**src/rtl/usb_rx_if.sv**
```systemverilog
// usb_rx_if: bundles the USB receive path's pad, buffer and status signals.
//   slave  : receiver side (usb_rx). Takes the raw D+/D- lines and buffer
//            occupancy. Drives the PID/status outputs and the buffer write port.
//   master : environment side (pads, data buffer, protocol controller).
interface usb_rx_if;
  logic       dplus_in;
  logic       dminus_in;
  logic [6:0] buff_occ;
  logic [2:0] rx_packet;
  logic       rx_data_ready;
  logic       rx_transfer_active;
  logic       rx_error;
  logic       flush;
  logic       store_rx_packet_data;
  logic [7:0] rx_packet_data;

  modport slave (
    input  dplus_in, dminus_in, buff_occ,
    output rx_packet, rx_data_ready, rx_transfer_active, rx_error,
           flush, store_rx_packet_data, rx_packet_data
  );

  modport master (
    output dplus_in, dminus_in, buff_occ,
    input  rx_packet, rx_data_ready, rx_transfer_active, rx_error,
           flush, store_rx_packet_data, rx_packet_data
  );
endinterface

```
**src/rtl/usb_rx.sv**
```systemverilog
// usb_rx: full-speed USB receive path.
// Synchronizes D+/D-, recovers bit timing with a phase counter, NRZI-decodes,
// removes stuffed bits and walks SYNC -> PID -> TOKEN/DATA -> EOP.
// Payload bytes, including the CRC16 bytes, are written to the data buffer.
// Packet status goes to the protocol controller.
// Ports:
//   clk    : system clock (CLKS_PER_BIT clocks per USB bit)
//   n_rst  : synchronous active-low reset
//   bus    : usb_rx_if.slave carrying
//            dplus_in/dminus_in (raw lines), buff_occ (buffer fill),
//            rx_packet (PID code), rx_data_ready (clean end pulse),
//            rx_transfer_active, rx_error (sticky until next SOP),
//            flush (DATA PID accepted), store_rx_packet_data/rx_packet_data.
module usb_rx #(
  parameter int CLKS_PER_BIT = 8,
  parameter int SAMPLE_PHASE = 3,
  parameter int BUFF_DEPTH   = 64
) (
  input logic     clk,
  input logic     n_rst,
  usb_rx_if.slave bus
);

  localparam int PW = (CLKS_PER_BIT > 1) ? $clog2(CLKS_PER_BIT) : 1;
  localparam logic [PW-1:0] PH_MAX    = PW'(CLKS_PER_BIT - 1);
  localparam logic [PW-1:0] PH_SAMPLE = PW'(SAMPLE_PHASE);

  typedef enum logic [2:0] {
    S_IDLE  = 3'd0,
    S_SYNC  = 3'd1,
    S_PID   = 3'd2,
    S_TOKEN = 3'd3,
    S_DATA  = 3'd4,
    S_EOP   = 3'd5,
    S_DONE  = 3'd6,
    S_ERR   = 3'd7
  } state_t;

  // Maps a received PID byte to its status code. Returns 0 when the PID is illegal.
  function automatic logic [2:0] pid_decode(input logic [7:0] pid);
    logic [2:0] code;
    code = 3'd0;
    if (pid[3:0] == ~pid[7:4]) begin
      case (pid)
        8'hE1:   code = 3'd1;  // OUT
        8'h69:   code = 3'd2;  // IN
        8'hC3:   code = 3'd3;  // DATA0
        8'h4B:   code = 3'd4;  // DATA1
        8'hD2:   code = 3'd5;  // ACK
        8'h5A:   code = 3'd6;  // NAK
        8'h1E:   code = 3'd7;  // STALL
        default: code = 3'd0;
      endcase
    end else begin
      code = 3'd0;
    end
    return code;
  endfunction

  // Synchronizer and bit-timing state
  logic          dp_meta_r, dp_r, dm_meta_r, dm_r;
  logic          dp_prev_r;
  logic [PW-1:0] phase_r;

  // Decoder / FSM state
  state_t        state_r;
  logic          last_dp_r;   // dp at the previous sample point (NRZI reference)
  logic [2:0]    ones_r;      // consecutive decoded 1s, for unstuffing
  logic [2:0]    bit_cnt_r;   // bit position within the current byte
  logic [7:0]    shift_r;
  logic          tok_byte_r;  // second token byte in progress
  logic [1:0]    eop_cnt_r;   // SE0 samples seen in EOP
  logic [2:0]    j_cnt_r;     // consecutive J samples while in ERR

  // Registered outputs
  logic [2:0]    rx_packet_r;
  logic          rx_data_ready_r;
  logic          rx_transfer_active_r;
  logic          rx_error_r;
  logic          flush_r;
  logic          store_r;
  logic [7:0]    rx_data_r;

  // Combinational decode helpers
  logic          edge_s, sample_s, se0_s, j_s, sop_s;
  logic          nrzi_bit_s, stuff_slot_s, overflow_s;
  logic [7:0]    byte_s;
  logic [2:0]    pid_code_s;

  // Two-flop synchronizers on the raw lines; reset to idle J
  always_ff @(posedge clk) begin
    if (!n_rst) begin
      dp_meta_r <= 1'b1;
      dp_r      <= 1'b1;
      dm_meta_r <= 1'b0;
      dm_r      <= 1'b0;
    end else begin
      dp_meta_r <= bus.dplus_in;
      dp_r      <= dp_meta_r;
      dm_meta_r <= bus.dminus_in;
      dm_r      <= dm_meta_r;
    end
  end

  // Phase counter: realigns to every dp transition, otherwise free-runs
  always_ff @(posedge clk) begin
    if (!n_rst) begin
      dp_prev_r <= 1'b1;
      phase_r   <= '0;
    end else begin
      dp_prev_r <= dp_r;
      if (edge_s) begin
        phase_r <= '0;
      end else if (phase_r == PH_MAX) begin
        phase_r <= '0;
      end else begin
        phase_r <= phase_r + PW'(1);
      end
    end
  end

  // Line-state, NRZI and byte-assembly decode for the current cycle
  always_comb begin
    edge_s       = (dp_r != dp_prev_r);
    // A sample coinciding with a realignment would land on the edge itself
    sample_s     = (phase_r == PH_SAMPLE) && !edge_s;
    se0_s        = !dp_r && !dm_r;
    j_s          = dp_r && !dm_r;
    sop_s        = dp_prev_r && !dp_r && dm_r;
    nrzi_bit_s   = (dp_r == last_dp_r);
    stuff_slot_s = (ones_r == 3'd6);
    byte_s       = {nrzi_bit_s, shift_r[7:1]};
    pid_code_s   = pid_decode(byte_s);
    overflow_s   = (bus.buff_occ == 7'(BUFF_DEPTH));
  end

  // Receive FSM with registered status and buffer-write outputs
  always_ff @(posedge clk) begin
    if (!n_rst) begin
      state_r              <= S_IDLE;
      last_dp_r            <= 1'b1;
      ones_r               <= 3'd0;
      bit_cnt_r            <= 3'd0;
      shift_r              <= 8'h00;
      tok_byte_r           <= 1'b0;
      eop_cnt_r            <= 2'd0;
      j_cnt_r              <= 3'd0;
      rx_packet_r          <= 3'd0;
      rx_data_ready_r      <= 1'b0;
      rx_transfer_active_r <= 1'b0;
      rx_error_r           <= 1'b0;
      flush_r              <= 1'b0;
      store_r              <= 1'b0;
      rx_data_r            <= 8'h00;
    end else begin
      rx_data_ready_r <= 1'b0;
      flush_r         <= 1'b0;
      store_r         <= 1'b0;
      case (state_r)
        S_IDLE: begin
          // The idle line is J, so the first SYNC bit decodes against J
          last_dp_r  <= 1'b1;
          ones_r     <= 3'd0;
          bit_cnt_r  <= 3'd0;
          tok_byte_r <= 1'b0;
          eop_cnt_r  <= 2'd0;
          j_cnt_r    <= 3'd0;
          if (sop_s) begin
            state_r              <= S_SYNC;
            rx_transfer_active_r <= 1'b1;
            rx_error_r           <= 1'b0;
            rx_packet_r          <= 3'd0;
          end else begin
            state_r <= S_IDLE;
          end
        end

        S_SYNC, S_PID, S_TOKEN, S_DATA: begin
          if (sample_s) begin
            if (se0_s) begin
              // In DATA a byte-aligned SE0 is the first half of EOP
              if ((state_r == S_DATA) && (bit_cnt_r == 3'd0)) begin
                state_r   <= S_EOP;
                eop_cnt_r <= 2'd1;
              end else begin
                state_r              <= S_ERR;
                rx_error_r           <= 1'b1;
                rx_transfer_active_r <= 1'b0;
                j_cnt_r              <= 3'd0;
              end
            end else if (stuff_slot_s) begin
              last_dp_r <= dp_r;
              if (nrzi_bit_s) begin
                state_r              <= S_ERR;
                rx_error_r           <= 1'b1;
                rx_transfer_active_r <= 1'b0;
                j_cnt_r              <= 3'd0;
              end else begin
                ones_r <= 3'd0;
              end
            end else begin
              last_dp_r <= dp_r;
              ones_r    <= nrzi_bit_s ? (ones_r + 3'd1) : 3'd0;
              shift_r   <= byte_s;
              bit_cnt_r <= bit_cnt_r + 3'd1;
              if (bit_cnt_r == 3'd7) begin
                case (state_r)
                  S_SYNC: begin
                    if (byte_s == 8'h80) begin
                      state_r <= S_PID;
                    end else begin
                      state_r              <= S_ERR;
                      rx_error_r           <= 1'b1;
                      rx_transfer_active_r <= 1'b0;
                      j_cnt_r              <= 3'd0;
                    end
                  end
                  S_PID: begin
                    if (pid_code_s == 3'd0) begin
                      state_r              <= S_ERR;
                      rx_error_r           <= 1'b1;
                      rx_transfer_active_r <= 1'b0;
                      j_cnt_r              <= 3'd0;
                    end else begin
                      rx_packet_r <= pid_code_s;
                      case (pid_code_s)
                        3'd1, 3'd2: begin
                          state_r    <= S_TOKEN;
                          tok_byte_r <= 1'b0;
                        end
                        3'd3, 3'd4: begin
                          state_r <= S_DATA;
                          flush_r <= 1'b1;
                        end
                        default: begin
                          state_r   <= S_EOP;
                          eop_cnt_r <= 2'd0;
                        end
                      endcase
                    end
                  end
                  S_TOKEN: begin
                    if (tok_byte_r) begin
                      state_r   <= S_EOP;
                      eop_cnt_r <= 2'd0;
                    end else begin
                      tok_byte_r <= 1'b1;
                    end
                  end
                  S_DATA: begin
                    // A full buffer drops the byte and aborts the packet
                    if (overflow_s) begin
                      state_r              <= S_ERR;
                      rx_error_r           <= 1'b1;
                      rx_transfer_active_r <= 1'b0;
                      j_cnt_r              <= 3'd0;
                    end else begin
                      store_r   <= 1'b1;
                      rx_data_r <= byte_s;
                    end
                  end
                  default: begin
                    state_r              <= S_ERR;
                    rx_error_r           <= 1'b1;
                    rx_transfer_active_r <= 1'b0;
                    j_cnt_r              <= 3'd0;
                  end
                endcase
              end
            end
          end
        end

        S_EOP: begin
          if (sample_s) begin
            if (se0_s && (eop_cnt_r < 2'd2)) begin
              eop_cnt_r <= eop_cnt_r + 2'd1;
            end else if (j_s && (eop_cnt_r == 2'd2)) begin
              state_r              <= S_DONE;
              rx_data_ready_r      <= 1'b1;
              rx_transfer_active_r <= 1'b0;
            end else if (!se0_s && (eop_cnt_r == 2'd0) && stuff_slot_s && !nrzi_bit_s) begin
              // Stuff bit trailing the last token/PID bit before SE0
              ones_r    <= 3'd0;
              last_dp_r <= dp_r;
            end else begin
              state_r              <= S_ERR;
              rx_error_r           <= 1'b1;
              rx_transfer_active_r <= 1'b0;
              j_cnt_r              <= 3'd0;
            end
          end
        end

        S_DONE: begin
          state_r <= S_IDLE;
        end

        S_ERR: begin
          // Stuffing limits a legal packet to 7 J bits in a row, so 8 means idle
          if (sample_s) begin
            if (j_s) begin
              if (j_cnt_r == 3'd7) begin
                state_r <= S_IDLE;
              end else begin
                j_cnt_r <= j_cnt_r + 3'd1;
              end
            end else begin
              j_cnt_r <= 3'd0;
            end
          end
        end

        default: begin
          state_r <= S_IDLE;
        end
      endcase
    end
  end

  assign bus.rx_packet            = rx_packet_r;
  assign bus.rx_data_ready        = rx_data_ready_r;
  assign bus.rx_transfer_active   = rx_transfer_active_r;
  assign bus.rx_error             = rx_error_r;
  assign bus.flush                = flush_r;
  assign bus.store_rx_packet_data = store_r;
  assign bus.rx_packet_data       = rx_data_r;

endmodule

```
**src/flat_wrapper.sv**
```systemverilog
// flat-port wrapper written by rule: the top's interface ports become plain ports
module usb_rx_flat 
#(
  parameter int CLKS_PER_BIT = 8,
  parameter int SAMPLE_PHASE = 3,
  parameter int BUFF_DEPTH   = 64
)
  (clk, n_rst, bus_dplus_in, bus_dminus_in, bus_buff_occ, bus_rx_packet, bus_rx_data_ready, bus_rx_transfer_active, bus_rx_error, bus_flush, bus_store_rx_packet_data, bus_rx_packet_data);
  usb_rx_if bus_i ();
  input logic clk;
  input logic n_rst;
  input wire logic [$bits(bus_i.dplus_in)-1:0] bus_dplus_in;
  input wire logic [$bits(bus_i.dminus_in)-1:0] bus_dminus_in;
  input wire logic [$bits(bus_i.buff_occ)-1:0] bus_buff_occ;
  output wire logic [$bits(bus_i.rx_packet)-1:0] bus_rx_packet;
  output wire logic [$bits(bus_i.rx_data_ready)-1:0] bus_rx_data_ready;
  output wire logic [$bits(bus_i.rx_transfer_active)-1:0] bus_rx_transfer_active;
  output wire logic [$bits(bus_i.rx_error)-1:0] bus_rx_error;
  output wire logic [$bits(bus_i.flush)-1:0] bus_flush;
  output wire logic [$bits(bus_i.store_rx_packet_data)-1:0] bus_store_rx_packet_data;
  output wire logic [$bits(bus_i.rx_packet_data)-1:0] bus_rx_packet_data;
  assign bus_i.dplus_in = bus_dplus_in;
  assign bus_i.dminus_in = bus_dminus_in;
  assign bus_i.buff_occ = bus_buff_occ;
  assign bus_rx_packet = bus_i.rx_packet;
  assign bus_rx_data_ready = bus_i.rx_data_ready;
  assign bus_rx_transfer_active = bus_i.rx_transfer_active;
  assign bus_rx_error = bus_i.rx_error;
  assign bus_flush = bus_i.flush;
  assign bus_store_rx_packet_data = bus_i.store_rx_packet_data;
  assign bus_rx_packet_data = bus_i.rx_packet_data;
  usb_rx #(.CLKS_PER_BIT(CLKS_PER_BIT), .SAMPLE_PHASE(SAMPLE_PHASE), .BUFF_DEPTH(BUFF_DEPTH)) u_core (.clk(clk), .n_rst(n_rst), .bus(bus_i));
endmodule
```
**config.mk**
```make
export PLATFORM = sky130hd
export DESIGN_NAME = usb_rx_flat
export DESIGN_NICKNAME = d
export VERILOG_FILES = /design/src/rtl/usb_rx_if.sv /design/src/rtl/usb_rx.sv /design/src/flat_wrapper.sv
export SDC_FILE = /design/constraint.sdc
export NUM_CORES = 1
export LEC_CHECK = 0
export ABC_AREA = 1
export CAP_MARGIN = 20
export CORE_ASPECT_RATIO = 1.25
export CORE_MARGIN = 10
export CORE_UTILIZATION = 59
export DETAILED_ROUTE_END_ITERATION = 6
export PLACE_DENSITY = 0.82
export SLEW_MARGIN = 20
export SYNTH_ARGS = -nofsm -noshare
export SYNTH_HDL_FRONTEND = slang
export SYNTH_SLANG_ARGS = --single-unit
```
**constraint.sdc**
```tcl
create_clock -name clk -period 3.4 [get_ports clk]
set_input_delay 0.68 -clock clk [delete_from_list [all_inputs] [get_ports clk]]
set_output_delay 0.68 -clock clk [all_outputs]
set_load 0.005 [all_outputs]
```
======== Yosys cells after proc, flatten, opt, wreduce, memory -nomap -nowiden ========
Cells that the tools add are included.
cells by class
  bitwise operators ....................... 11
  $add $sub $neg .......................... 5
  magnitude comparators ................... 1
  eq/ne operators ......................... 66
  muxes and demuxes ....................... 125
  reduce and logical (&&, ||, !) cells .... 43
operators with widths
  kind                                                    count
  two-way mux 3 bit                                       52
  two-way mux 1 bit                                       44
  case mux 3 bit (4 select lines)                         3
  equality test 8 bit (second input constant)             4
  equality test 3 bit (second input constant)             9
  equality test 8 x 7 -> 1 bit (second input constant)    3
  AND reduction 8 bit                                     3
  two-way mux 2 bit                                       11
  AND reduction 11 bit                                    2
  case mux 3 bit (7 select lines)                         1
  inequality test 2 x 1 -> 1 bit (second input constant)  10
  inequality test 3 bit (second input constant)           6
  case mux 3 bit (2 select lines)                         3
  equality test 3 x 2 -> 1 bit (second input constant)    5
  inequality test 5 x 2 -> 1 bit (second input constant)  3
  case mux 3 bit (5 select lines)                         1
  AND reduction 15 bit                                    1
  AND reduction 14 bit                                    1
  AND reduction 7 bit                                     2
  AND reduction 13 bit                                    1
  adder 3 x 1 -> 3 bit (second input constant)            4
  inequality test 2 bit (second input constant)           6
  inequality test 4 x 2 -> 1 bit (second input constant)  3
  OR reduction 4 bit                                      3
  34 further kinds                                        70
storage, ports and cells
  output and inout bits ................... 16
  input bits .............................. 11
  register bits after elaboration ......... 48

======== Longest topological paths before layout ========
  depth after elaboration ................. 14
  gate-level depth with buffers ........... 17
  depth with buffers taken out ............ 17

======== Least setup slack after synthesis ========
OpenSTA, ideal clock, no wires.
  path type ............................... register to register
  from .................................... register u_core.dp_r
  to ...................................... register u_core.ones_r[0]
  data required time ...................... 3283 ps
  stages on the path, launching flop included .. 12
  arrival time ............................ 1837 ps
  path slack .............................. 1446 ps
  path through ............................ dfxtp_1 > inv_2 > ha_1 > nand2_1 > inv_1 > a21oi_2 > nor2_1 > nand2_2 > a211oi_4 > nand2_2 > o21ai_1 > a21oi_1
between the ends
  cells in the longest elaborated chain, start to end .. 8
  elaborated cells between the ends (all ways) .. 27
  classes of those cells .................. 9 x eq/ne; 5 x mux; 13 x reduce/logical
ends and longest elaborated chain
  element                                          line           RTL
  start: declaration                               usb_rx.sv:61   logic dp_meta_r, dp_r, dm_meta_r, dm_r;
  start signal: assignment                         usb_rx.sv:99   dp_r <= dp_meta_r;
  zero test 1 bit                                  usb_rx.sv:127  se0_s = !dp_r && !dm_r;
  logical AND 1 bit                                usb_rx.sv:127
  zero test 1 bit                                  usb_rx.sv:282  end else if (!se0_s && (eop_cnt_r == 2'd0) && stuff_slot_s && !nrzi_bit_s) begin
  logical AND 1 bit (3 in series)                  usb_rx.sv:282
  inequality test 2 x 1 -> 1 bit (no source line)  n/a
  AND reduction 8 bit (no source line)             n/a
  end signal: assignment                           usb_rx.sv:203  ones_r <= nrzi_bit_s ? (ones_r + 3'd1) : 3'd0;
  end: declaration                                 usb_rx.sv:68   logic [2:0] ones_r;
Parallel ways exist; a longest one is shown, timed or not. The select of a mux whose other input is x is not followed.
A chain may end at the register's enable or synchronous reset.

======== Worst setup path after layout ========
  from .................................... register u_core.dp_r
  to ...................................... register u_core.rx_data_r[1], in the netlist u_core.bus.rx_packet_data[1]
between the ends
  cells in the longest elaborated chain, start to end .. 4
  elaborated cells between the ends (all ways) .. 7
  classes of those cells .................. 1 x eq/ne; 1 x bitwise; 5 x reduce/logical
ends and longest elaborated chain
  element                                                   line                          RTL
  inequality test 1 bit or zero test 1 bit (tied branches)  usb_rx.sv:124, usb_rx.sv:127
  zero test 1 bit or logical AND 1 bit (tied branches)      usb_rx.sv:126, usb_rx.sv:127
  logical AND 1 bit or inverter 1 bit (tied branches)       n/a
  AND reduction 7 bit (no source line) *                    n/a
  end signal: assignment                                    usb_rx.sv:259                 rx_data_r <= byte_s;
  end: declaration                                          usb_rx.sv:82                  logic [7:0] rx_data_r;
Mark *: on every way between the ends. The rest lies on a longest branch, timed or not.

==> results.toml <==
[run_status]
status = "complete, no violations"

[global_route]
grt_remaining_overflow = 0
track_usage_pct = 18.1
grt_pass1_vias = 2658
grt_max_degree = 31
grt_pass1_wl_um = 11700
antenna_found_initial = 0

[die]
ioPinCount = 27
initial_core_util_pct = 60.2
rows = 28
fp.dieArea_sq_um = 7980
die_x_um = 81.9
die_height_um = 97.4
core_sq_um = 4690

[clocking]
cts_sinks = 47
post_cts_resized = 0
cts_tree = "yes"
clkLatencyLatePin_ns = 0.31
post-cts-setup-buffers = 0
clk_pin_slew_ns = 0.09
cts_hold_buffers = 0
cts.htree.levels = 2
cts-root-buf = "clkbuf_8"
cts_buffer_depth = 2
cts-buffers-inserted = 5

[cells_and_area]
diodes = 0
utilization_pct = 69.4
layout_common_cells = "nand2_1, nor2_1, inv_1"
fin_area_sq_um = 3260
drive_gt1_share_pct = 13.5
fin_nets = 468
layout_commonest_cell = "nand2_1"
synthToLayoutAreaGrowth_pct = 15.2

[placement]
placed_area_sq_um = 3120
place.gp.congestion = 0.988
port_buffers = 26
hpwlAfterDp_um = 5350

[hold_path]
min_path_type = "reg2reg"

[detailed_routing]
postRouteAntennaNets = 0
drtIter0Drc = 209
first_pass_iters = 5
wire_per_inst_um = 14.0
vias_per_cell = 5.44
vias = 2748
drc = 0
drt-total-wl_um = 7060

[timing]
maxSlewHeadroom_pct = 62.0
fin_crit_ns = 2.28
tns_ns = 0
fin_crit_sh_pct = 67.0
rsz0062_at_grt = "no"
tightestPinTransition_ns = 0.568
final.setup_skew_ns = 0.0103
finalSetupViolations = 0
slew_viol_final = 0
hold_viol = 0
max_freq_mhz = 439

[synthesis]
yosys_warnings = 0
synthFlopType = "dfxtp_1"
syn_inst = 418
syn-num-nets = 442
async_reset_ff_share_pct = 0
syn_avg_cell_area_sq_um = 6.76
synth-edff-count = 0
netlist_area_sq_um = 2830
ys_types = 38
ys_seq_area_share_pct = 33.3
ys_seq_elements = 47

[worst_setup_path]
endpoint_kind = "flop"
cp.arrival_ns = 2.47
path_max_fanout = 16
crit_type = "reg2reg"
crit_required_ns = 3.59
cp-start-kind = "flop"

[power]
p_leak_nw = 1.42
p_per_area_nw_per_um2 = 606
vdd_drop_max_mv = 0.333

[run]
drv_cap = 0
## per-layer routing
layer	wire length, um	GRT usage [%]	vias up
met4	274	9.45	0
met5	0	0	-
met3	535	4.72	30
met2	3530	31.7	109
met1	2720	18.6	1215
li1	-	-	1394
## where the power goes
part           switching [mW]  internal [mW]
Combinational           0.542          0.279
Clock                   0.194          0.294
Sequential             0.0527          0.613
## worst max-delay path, cell delays in order (launching register included)
cell     delay [ns]
dfxtp_1        0.45
inv_2          0.10
ha_1           0.31
nand2_1        0.14
nor2_1         0.23
nand4_1        0.50
o21ai_0        0.38
a21oi_1        0.06
## per-stage QoR
step | setup slack (ns) | std cells | hold slack [ns] | power (mW)
5_1_grt | 0.930 | 505 | 0.448 | 2.10
4_1_cts | 1.15 | 505 | 0.429 | 1.97
2_1_floorplan | 1.45 | 418 | 0.390 | 1.31
3_5_place_dp | 1.04 | 497 | 0.415 | 1.48
3_3_place_gp | 1.13 | 497 | 0.391 | 1.47
6_report | 1.12 | 505 | 0.425 | 1.97
## flip-flops by register name, indices dropped and copies added, names as in the netlist, 2 cells and up
signal / flops
u_core.bit_cnt_r: 3
u_core.phase_r: 3
u_core.ones_r: 3
u_core.bus.rx_packet_data: 8
u_core.shift_r: 7
u_core.state_r: 3
u_core.j_cnt_r: 3
u_core.bus.rx_packet: 3
u_core.eop_cnt_r: 2
## logic make-up (layout without fill, tap and decap cells)
group,count (synthesis),after routing,share of synthesized area [%]
flip-flops,47,47,33.3
buffers and inverters,73,100,10.4
adder cells (fa/ha/maj),13,13,5.75
AO/OA/AOI/OAI,77,77,15.5
AND/OR/NAND/NOR,207,207,34.8
XOR/XNOR,1,1,0.310
## final timing paths
path / start / to / slack (ns) / cells after the start
setup reg to reg: u_core.dp_r / u_core.bus.rx_packet_data[1] / 1.12 / 7
setup / recovery: u_core.dp_r / u_core.bus.rx_packet_data[1] / 1.12 / 7
hold / removal: u_core.phase_r[0] / u_core.phase_r[0] / 0.43 / 1
hold reg to reg: u_core.phase_r[0] / u_core.phase_r[0] / 0.43 / 1
## area by class of cell
cell class                 count  area (sq um)
clock buffer                   6          72.6
clock inverter                 2          60.1
timing repair buffer          27           268
inverter                      65           246
tap                           60          75.1
sequential                    47           941
fill                         406          1440
multi-input combinational    298          1590
## cells in the mapped netlist, types with 5 or more instances
library cell | n | share of area [%]
nand4_1 | 6 | 1.3
nor2_1 | 68 | 9.0
o21ai_0 | 16 | 2.8
nand3_1 | 21 | 3.7
ha_1 | 13 | 5.8
inv_2 | 14 | 1.9
nand2_2 | 13 | 2.9
nand2_1 | 74 | 9.8
dfxtp_1 | 47 | 33
nor3_1 | 5 | 0.88
o21ai_1 | 14 | 2.5
inv_1 | 50 | 6.6
a21oi_1 | 33 | 5.8
Power figures use the tool's default switching activity.
